[config.mk]
export PLATFORM = sky130hd
export DESIGN_NAME = pc_sequencer
export DESIGN_NICKNAME = d
export VERILOG_FILES = /design/src/rtl/pc_seq_pkg.sv /design/src/rtl/pc_sequencer_adder.sv /design/src/rtl/pc_sequencer.sv
export SDC_FILE = /design/constraint.sdc
export NUM_CORES = 1
export LEC_CHECK = 0
export CELL_PAD_IN_SITES_DETAIL_PLACEMENT = 2
export CELL_PAD_IN_SITES_GLOBAL_PLACEMENT = 2
export CORE_ASPECT_RATIO = 1.2
export CORE_UTILIZATION = 34
export DETAILED_ROUTE_END_ITERATION = 10
export GPL_ROUTABILITY_DRIVEN = 1
export MAX_ROUTING_LAYER = met4
export PLACE_DENSITY = 0.79
export RECOVER_POWER = 25
export SYNTH_ARGS = -nofsm -noshare
export SYNTH_HDL_FRONTEND = slang
export SYNTH_HIERARCHICAL = 1
export SYNTH_SLANG_ARGS = --single-unit
export TNS_END_PERCENT = 100
[constraint.sdc]
create_clock -name clk -period 5.4 [get_ports clk]
set_input_delay 1.08 -clock clk [delete_from_list [all_inputs] [get_ports clk]]
set_output_delay 1.08 -clock clk [all_outputs]
set_load 0.01 [all_outputs]
[src/rtl/pc_seq_pkg.sv]
// Shared types and helpers for the program-counter sequencer.
package pc_seq_pkg;

  typedef enum logic [1:0] {IDLE, FETCH, HOLD, INCR} pc_state_e;

  localparam logic [31:0] PC_INC = 32'd4;

  // Sign-extend a 16-bit word offset and scale it to a byte offset.
  function automatic logic [31:0] sext_off(input logic [15:0] off);
    return {{14{off[15]}}, off, 2'b00};
  endfunction

endpackage

[src/rtl/pc_sequencer_adder.sv]
// Shared 32-bit combinational adder (modulo 2^32).
module adder (
  input  logic [31:0] a,
  input  logic [31:0] b,
  output logic [31:0] sum
);

  assign sum = a + b;

endmodule

[src/rtl/pc_sequencer.sv]
// MIPS PC sequencer: fetch handshake, decode handoff, delayed branch/jump redirect.
// Optional exception redirect to EXC_VEC when PC_SEQ_EXC_EN is defined.
module pc_sequencer
  import pc_seq_pkg::*;
#(
  parameter logic [31:0] RESET_VEC = 32'hBFC0_0000,
  parameter logic [31:0] EXC_VEC   = 32'h8000_0180
) (
  input  logic        clk,
  input  logic        rst_n,
  output logic        if_req,
  output logic [31:0] if_addr,
  input  logic        if_ack,
  input  logic [31:0] if_rdata,
  output logic        id_valid,
  input  logic        id_ready,
  output logic [31:0] id_instr,
  output logic [31:0] id_pc,
  input  logic        br_valid,
  input  logic [15:0] br_offset,
  input  logic        jmp_valid,
`ifdef PC_SEQ_EXC_EN
  input  logic        exc_req,
`endif
  input  logic [25:0] jmp_index
);

  pc_state_e   state_q, state_d;
  logic [31:0] pc_q, pc_d;
  logic [31:0] id_instr_q, id_instr_d;
  logic [31:0] id_pc_q, id_pc_d;
  logic [15:0] off_q, off_d;
  logic        jmp_q, jmp_d;
  logic [25:0] jidx_q, jidx_d;
  logic        redir_pend_q, redir_pend_d;
  logic [31:0] tgt_q, tgt_d;
  logic        tgt_vld_q, tgt_vld_d;

  logic [31:0] add_b, add_sum, jmp_tgt;
  logic        new_redir, jmp_now;
  logic [25:0] jidx_now;

  // INCR owns the adder; otherwise it computes branch targets.
  assign add_b = (state_q == INCR) ? PC_INC : sext_off(br_valid ? br_offset : off_q);

  adder u_adder (
    .a   (pc_q),
    .b   (add_b),
    .sum (add_sum)
  );

  assign new_redir = (br_valid || jmp_valid) && !(redir_pend_q || tgt_vld_q);
  assign jmp_now   = new_redir ? jmp_valid : jmp_q;
  assign jidx_now  = new_redir ? jmp_index : jidx_q;
  assign jmp_tgt   = {pc_q[31:28], jidx_now, 2'b00};

  assign if_req   = (state_q == FETCH);
  assign if_addr  = pc_q;
  assign id_valid = (state_q == HOLD);
  assign id_instr = id_instr_q;
  assign id_pc    = id_pc_q;

`ifdef PC_SEQ_EXC_EN
  logic exc_pend_q, exc_pend_d;
`else
  logic [31:0] unused_exc_vec;
  assign unused_exc_vec = EXC_VEC;
`endif

  always_comb begin
    state_d      = state_q;
    pc_d         = pc_q;
    id_instr_d   = id_instr_q;
    id_pc_d      = id_pc_q;
    off_d        = off_q;
    jmp_d        = jmp_q;
    jidx_d       = jidx_q;
    redir_pend_d = redir_pend_q;
    tgt_d        = tgt_q;
    tgt_vld_d    = tgt_vld_q;

    case (state_q)
      IDLE:  state_d = FETCH;
      FETCH: begin
        if (if_ack) begin
          id_instr_d = if_rdata;
          id_pc_d    = pc_q;
          state_d    = HOLD;
        end
      end
      HOLD:  if (id_ready) state_d = INCR;
      INCR: begin
        pc_d         = tgt_vld_q ? tgt_q : add_sum;
        tgt_vld_d    = 1'b0;
        redir_pend_d = 1'b0;
        state_d      = FETCH;
      end
      default: state_d = IDLE;
    endcase

    // In INCR pc is still the branch PC, so only remember the redirect.
    if (state_q == INCR) begin
      if (new_redir) begin
        off_d        = br_offset;
        jmp_d        = jmp_valid;
        jidx_d       = jmp_index;
        redir_pend_d = 1'b1;
      end
    end else if (new_redir || (redir_pend_q && !tgt_vld_q)) begin
      tgt_d     = jmp_now ? jmp_tgt : add_sum;
      tgt_vld_d = 1'b1;
    end

`ifdef PC_SEQ_EXC_EN
    exc_pend_d = exc_pend_q;
    if (exc_req || exc_pend_q) begin
      if (state_q == FETCH && !if_ack) begin
        exc_pend_d = 1'b1;
      end else begin
        // Drop any fetched word and all redirect state.
        id_instr_d   = id_instr_q;
        id_pc_d      = id_pc_q;
        pc_d         = EXC_VEC;
        state_d      = FETCH;
        tgt_vld_d    = 1'b0;
        redir_pend_d = 1'b0;
        exc_pend_d   = 1'b0;
      end
    end
`endif
  end

  always_ff @(posedge clk or negedge rst_n) begin
    if (!rst_n) begin
      state_q      <= IDLE;
      pc_q         <= RESET_VEC;
      id_instr_q   <= '0;
      id_pc_q      <= '0;
      off_q        <= '0;
      jmp_q        <= 1'b0;
      jidx_q       <= '0;
      redir_pend_q <= 1'b0;
      tgt_q        <= '0;
      tgt_vld_q    <= 1'b0;
`ifdef PC_SEQ_EXC_EN
      exc_pend_q   <= 1'b0;
`endif
    end else begin
      state_q      <= state_d;
      pc_q         <= pc_d;
      id_instr_q   <= id_instr_d;
      id_pc_q      <= id_pc_d;
      off_q        <= off_d;
      jmp_q        <= jmp_d;
      jidx_q       <= jidx_d;
      redir_pend_q <= redir_pend_d;
      tgt_q        <= tgt_d;
      tgt_vld_q    <= tgt_vld_d;
`ifdef PC_SEQ_EXC_EN
      exc_pend_q   <= exc_pend_d;
`endif
    end
  end

  // Decode must never signal branch and jump together, nor stack redirects.
  assert property (@(posedge clk) disable iff (!rst_n) !(br_valid && jmp_valid));
  assert property (@(posedge clk) disable iff (!rst_n)
                   (br_valid || jmp_valid) |-> !(redir_pend_q || tgt_vld_q));
  assert property (@(posedge clk) disable iff (!rst_n)
                   (if_req && !if_ack) |=> (if_req && $stable(if_addr)));

endmodule
After elaboration in Yosys (flattened, before gate mapping)
Cells that the tools add are included.
{"block": "op_classes", "n_addsub": 1, "eq_ne": 5, "reduce_logical": 13, "n_bitwise": 1, "n_mux": 15}
{"op": "2-to-1 mux 32 bit", "n": 3}
{"op": "adder 32 bit", "n": 1}
{"op": "2-to-1 mux 26 bit", "n": 1}
{"op": "2-to-1 mux 16 bit", "n": 1}
{"op": "AND reduction 2 bit", "n": 4}
{"op": "2-to-1 mux 1 bit", "n": 7}
{"op": "one-hot mux 2 bit (3 select lines)", "n": 1}
{"op": "== test 2 bit, second input constant", "n": 2}
{"op": "2-to-1 mux 2 bit", "n": 2}
{"op": "inequality test 2 x 1 -> 1 bit, second input constant", "n": 2}
{"op": "logical OR 1 bit", "n": 3}
{"op": "== test 2 x 1 -> 1 bit, second input constant", "n": 1}
{"op": "logical AND 1 bit", "n": 2}
{"op": "logical NOT 1 bit", "n": 2}
{"op": "logical NOT 2 bit", "n": 1}
{"op": "OR reduction 2 bit", "n": 1}
{"op": "inverter 1 bit", "n": 1}
{"block": "word_totals", "regBits": 175, "word_cells": 45, "output_inout_bits": 98}

Depth between registers and ports, before layout
{"block": "logic_depth", "ltp_word": 6, "ltp_mapped": 15}

Modules after synthesis
Netlist, hierarchy kept.
{"module": "pc_sequencer", "area_per_inst_um2": 7593.5, "seq_area_each_um2": 4390.5, "n_inst": 1, "cells_each": 633}
{"module": "adder", "area_per_inst_um2": 1744.2, "seq_area_each_um2": 0.0, "n_inst": 1, "cells_each": 241}

Worst setup path after synthesis
No wires, ideal clock.
{"block": "synth_timing", "path_type": "input port to flip-flop", "startpoint": "in br_valid", "endpoint": "reg tgt_q[31]", "arrival_time_ns": 3.999, "setup_slack_ns": 1.263, "t_required_ns": 5.262, "cell_stages": 14, "n_path_buf": 2, "path_cell_list": "buf_4 > mux2i_1 > nor2_1 > ha_1 > buf_2 > a21oi_1 > o21bai_1 > a21oi_1 > nor2_1 > a2111oi_0 > o21ai_0 > or3_1 > mux2i_1 > a21oi_1"}
{"block": "synth_via", "elab_chain_len": 4, "word_cells_on_any_way": 9, "classes_between": "1 x add/sub; 4 x mux; 4 x reduce/logical"}
{"element": "from (decl)", "line_no": "pc_sequencer.sv:19", "source": "input logic br_valid,"}
{"element": "2-to-1 mux 16 bit", "line_no": "pc_sequencer.sv:44", "source": "assign add_b = (state_q == INCR) ? PC_INC : sext_off(br_valid ? br_offset : off_q);"}
{"element": "2-to-1 mux 32 bit", "line_no": "pc_sequencer.sv:44"}
{"element": "net add_b[17]", "line_no": "pc_sequencer.sv:39", "source": "logic [31:0] add_b, add_sum, jmp_tgt;"}
{"element": "adder 32 bit", "line_no": "pc_sequencer_adder.sv:8", "source": "assign sum = a + b;"}
{"element": "net add_sum[31]", "line_no": "pc_sequencer.sv:39"}
{"element": "2-to-1 mux 32 bit", "line_no": "pc_sequencer.sv:110", "source": "tgt_d = jmp_now ? jmp_tgt : add_sum;"}
{"element": "to (signal assigned)", "line_no": "pc_sequencer.sv:157", "source": "tgt_q <= tgt_d;"}
{"element": "to (decl)", "line_no": "pc_sequencer.sv:36", "source": "logic [31:0] tgt_q, tgt_d;"}
The timed path passes the listed nets, and every way through them passes these cells.
A chain may end at the register's enable or synchronous reset.

Worst setup path in the final report
Ends and elaborated chain as after synthesis.

==> summary.txt <==
Status
  • Status: finished with violations
  • Failing checks: max-capacitance violations, max-slew violations

Placement
  • Number of port buffers: 177
  • GPL Wtd Cong: between 0.8 and 0.9
  • Cells after DPL: 1355
  • DP Wirelength: 20.6 mm
  • Placement Setup Slack: roughly 0.47 ns
  • Placed cell areas: roughly 11000 um2

Yosys
  • Ys async rst share: 1.00
  • Sequential area share after synthesis: 0.470
  • Synth top area cells: dfrtp_1 44%, mux2_2 12%, mux2i_1 5.7%
  • Gate Count Post-Synth: between 800 and 900
  • Unique cell type count in the Yosys netlist: 64
  • Synth Register Bits: 175
  • Post-synth top flop: dfrtp_1
  • Synthesis warning total: 6
  • Synthesized area per cell: 10.7 um2
  • Synth area leader: dfrtp_1
  • Post-Syn Area: 9340 um2
  • Post-synth EDFFs: 0
  • Post-synth top area share: 0.445

Detailed routing
  • Drc violations: 0
  • WL final: slightly below 30 mm
  • Drt wl/cell: 21.4 um
  • Routed vias: 7477
  • Antenna viol nets, final: 0
  • Via density: 5.39
  • First-pass DRT Iterations: 4
  • Initial drt markers: 198

Clocking
  • Num CTS Buffers: 17
  • H-tree Lvls: 4
  • Post-CTS sizing: 0
  • Max Root-Sink Buffers: 2
  • Cts hold-fix bufs: 0
  • Postcts setup bufs: 0
  • Reg clk slew, reported paths: 0.07 ns
  • Skew-Pair Late Insertion Delay: 0.44 ns
  • Root Buffer Master: clkbuf_16
  • CTS tree: yes
  • Sink Count: 175

Final layout
  • Number of nets at the end of the flow: 1150
  • Most frequent cells in the layout: 175 x clkdlybuf4s50_1, 165 x dfrtp_1, 117 x nor2_1
  • Most common cell after layout, fill and taps aside: clkdlybuf4s50_1
  • FF+latch area: about 4400 um2
  • N_diodes: 0
  • Area Growth Syn to Fin: 28.7%
  • Area of the multi-input gates: 4660 um2
  • Final Non-Filler Cells: around 1.4k
  • Layout fillers: 2819
  • Post-route cell area: 12000 um2
  • Layout cell share with drive strength beyond 1: 0.164

Worst hold path
  • Worst hold path class: flop to flop
  • Hold Crit Depth: 2

Global routing
  • Number of antenna violations at the first check in global routing: 0
  • Vias in the first global route: 8475
  • First-pass GRT wire length: 47.5 mm
  • Largest net degree at the start of global routing: 100
  • GRT Util Overall: 0.227
  • Global route overflow: 0

Timing
  • RSZ-0062 raised after global routing: false
  • Final Hold Viols: 0
  • Tcrit/Tclk final: 0.881
  • Worst slew margin relative to its limit: -0.764
  • Final setup TNS: 0 ns
  • Worst Tran Pin Value: 2.65 ns
  • Highest clock rate: 210 MHz
  • Clk_skew: 0.0110 ns
  • Final Critical Period: 4.76 ns
  • Max Transition Viols Final: 100
  • Setup violators final: 0
  • Setup ws final: between 0.6 and 0.7 ns

Power and ir drop
  • Static Leak: 5.26 nW
  • Pwr/cell area: 771 nW/um2
  • Worst VDD drop: 0.000295 V

Floorplanning
  • FP Rows: 66
  • # IOs: 178
  • Core area: 27100 um2
  • Initial Util: 0.345
  • Die Ht: between 150 and 200 um
  • Die ar.: 28100 um2
  • Die Width: 153 um

Worst setup path
  • Worst r2r path cells: 12
  • Critical path type: primary input to flop
  • Startpoint types: primary input
  • CP Data Arrival Time: about 5.1 ns
  • Worst-path maximum fanout: 10
  • CP Capture Type: flop
  • Data required, critical path: 5.69 ns

Job
  • Max_cap viols: 1
## flip-flops by register name, indices dropped and copies added, names as in the netlist, named ones only
name,count
id_instr,32
id_pc,32
if_addr,32
tgt_q,32
jidx_q,26
off_q,16
state_q,2
jmp_q,1
tgt_vld_q,1
## stage by stage
step	hold slack (ns)	util	total power [mW]
3_3_place_gp	0.458	0.422	7.74
6_report	0.474	0.444	9.27
5_1_grt	0.513	0.444	9.96
3_5_place_dp	0.465	0.422	7.97
4_1_cts	0.480	0.444	9.38
2_1_floorplan	0.443	-	5.95
## cell usage after synthesis, types with 3 or more instances
cell / n
dfrtp_1: 166
mux2i_1: 53
nand3_1: 11
o41ai_1: 26
mux2_1: 3
xnor2_1: 13
buf_1: 4
mux2_2: 103
nor2_1: 117
buf_4: 5
inv_1: 12
dfstp_2: 9
nand4_1: 8
a211oi_1: 3
buf_2: 17
a31oi_1: 3
nand2_1: 53
o21ai_0: 18
a21o_1: 21
xor2_1: 15
or2_2: 3
clkbuf_1: 25
o211ai_1: 3
ha_1: 35
buf_6: 3
nor3_1: 4
o22ai_1: 3
o21bai_1: 4
a21oi_1: 92
## final timing paths
path                            start         end  slack, ns
max in group asynchronous       rst_n   tgt_q[19]       2.20
setup / recovery             br_valid   tgt_q[31]       0.64
setup reg to reg           state_q[0]   tgt_q[31]       0.79
min in group asynchronous       rst_n  state_q[0]       1.47
hold reg to reg             tgt_q[23]   tgt_q[23]       0.47
hold / removal              tgt_q[23]   tgt_q[23]       0.47
## cell type report
class	instances	share of cell area
sequential	175	0.365
timing repair buffer	193	0.158
tap	340	0.0354
clock buffer	23	0.0389
multi-input combinational	635	0.388
clock inverter	9	0.0111
inverter	12	0.00375
## power by group
part | leakage (nW) | total [mW] | switching, mW | internal [mW]
logic | 2.93 | 5.46 | 2.97 | 2.49
clock network | 0.280 | 1.30 | 0.550 | 0.753
registers | 2.06 | 2.50 | 0.499 | 2.01
## critical path, cell delays in order
cell and delay, ns:
clkdlybuf4s50_1 0.55, mux2i_1 0.09, nor2_1 0.71, ha_1 0.49, a21oi_1 0.18, o21bai_1 0.08
a21oi_1 0.21, nor2_1 0.09, a2111oi_0 0.68, o21ai_0 0.21, or3_1 0.42, mux2i_1 0.13
a21oi_1 0.10
## cell families after synthesis
family / Yosys count / synth area share
compound gates: 199 / 0.142
xor+xnor: 28 / 0.0263
fa+ha+maj: 36 / 0.0490
buf+inv: 66 / 0.0332
flops: 175 / 0.470
mux: 159 / 0.185
other cells: 1 / 0.000402
simple gates: 210 / 0.0939
## per-layer routing
layer  part of all wire  track usage  wire (um)  vias to the layer above
li1                   -            -          -                     3442
met1               0.43        0.258      12600                     3843
met2               0.52        0.405      15500                      156
met3              0.038       0.0443       1130                       36
met4              0.015       0.0618        444                        0
met5                  0            -          0                        -
Note: power is estimated with default switching activity, not from simulation.
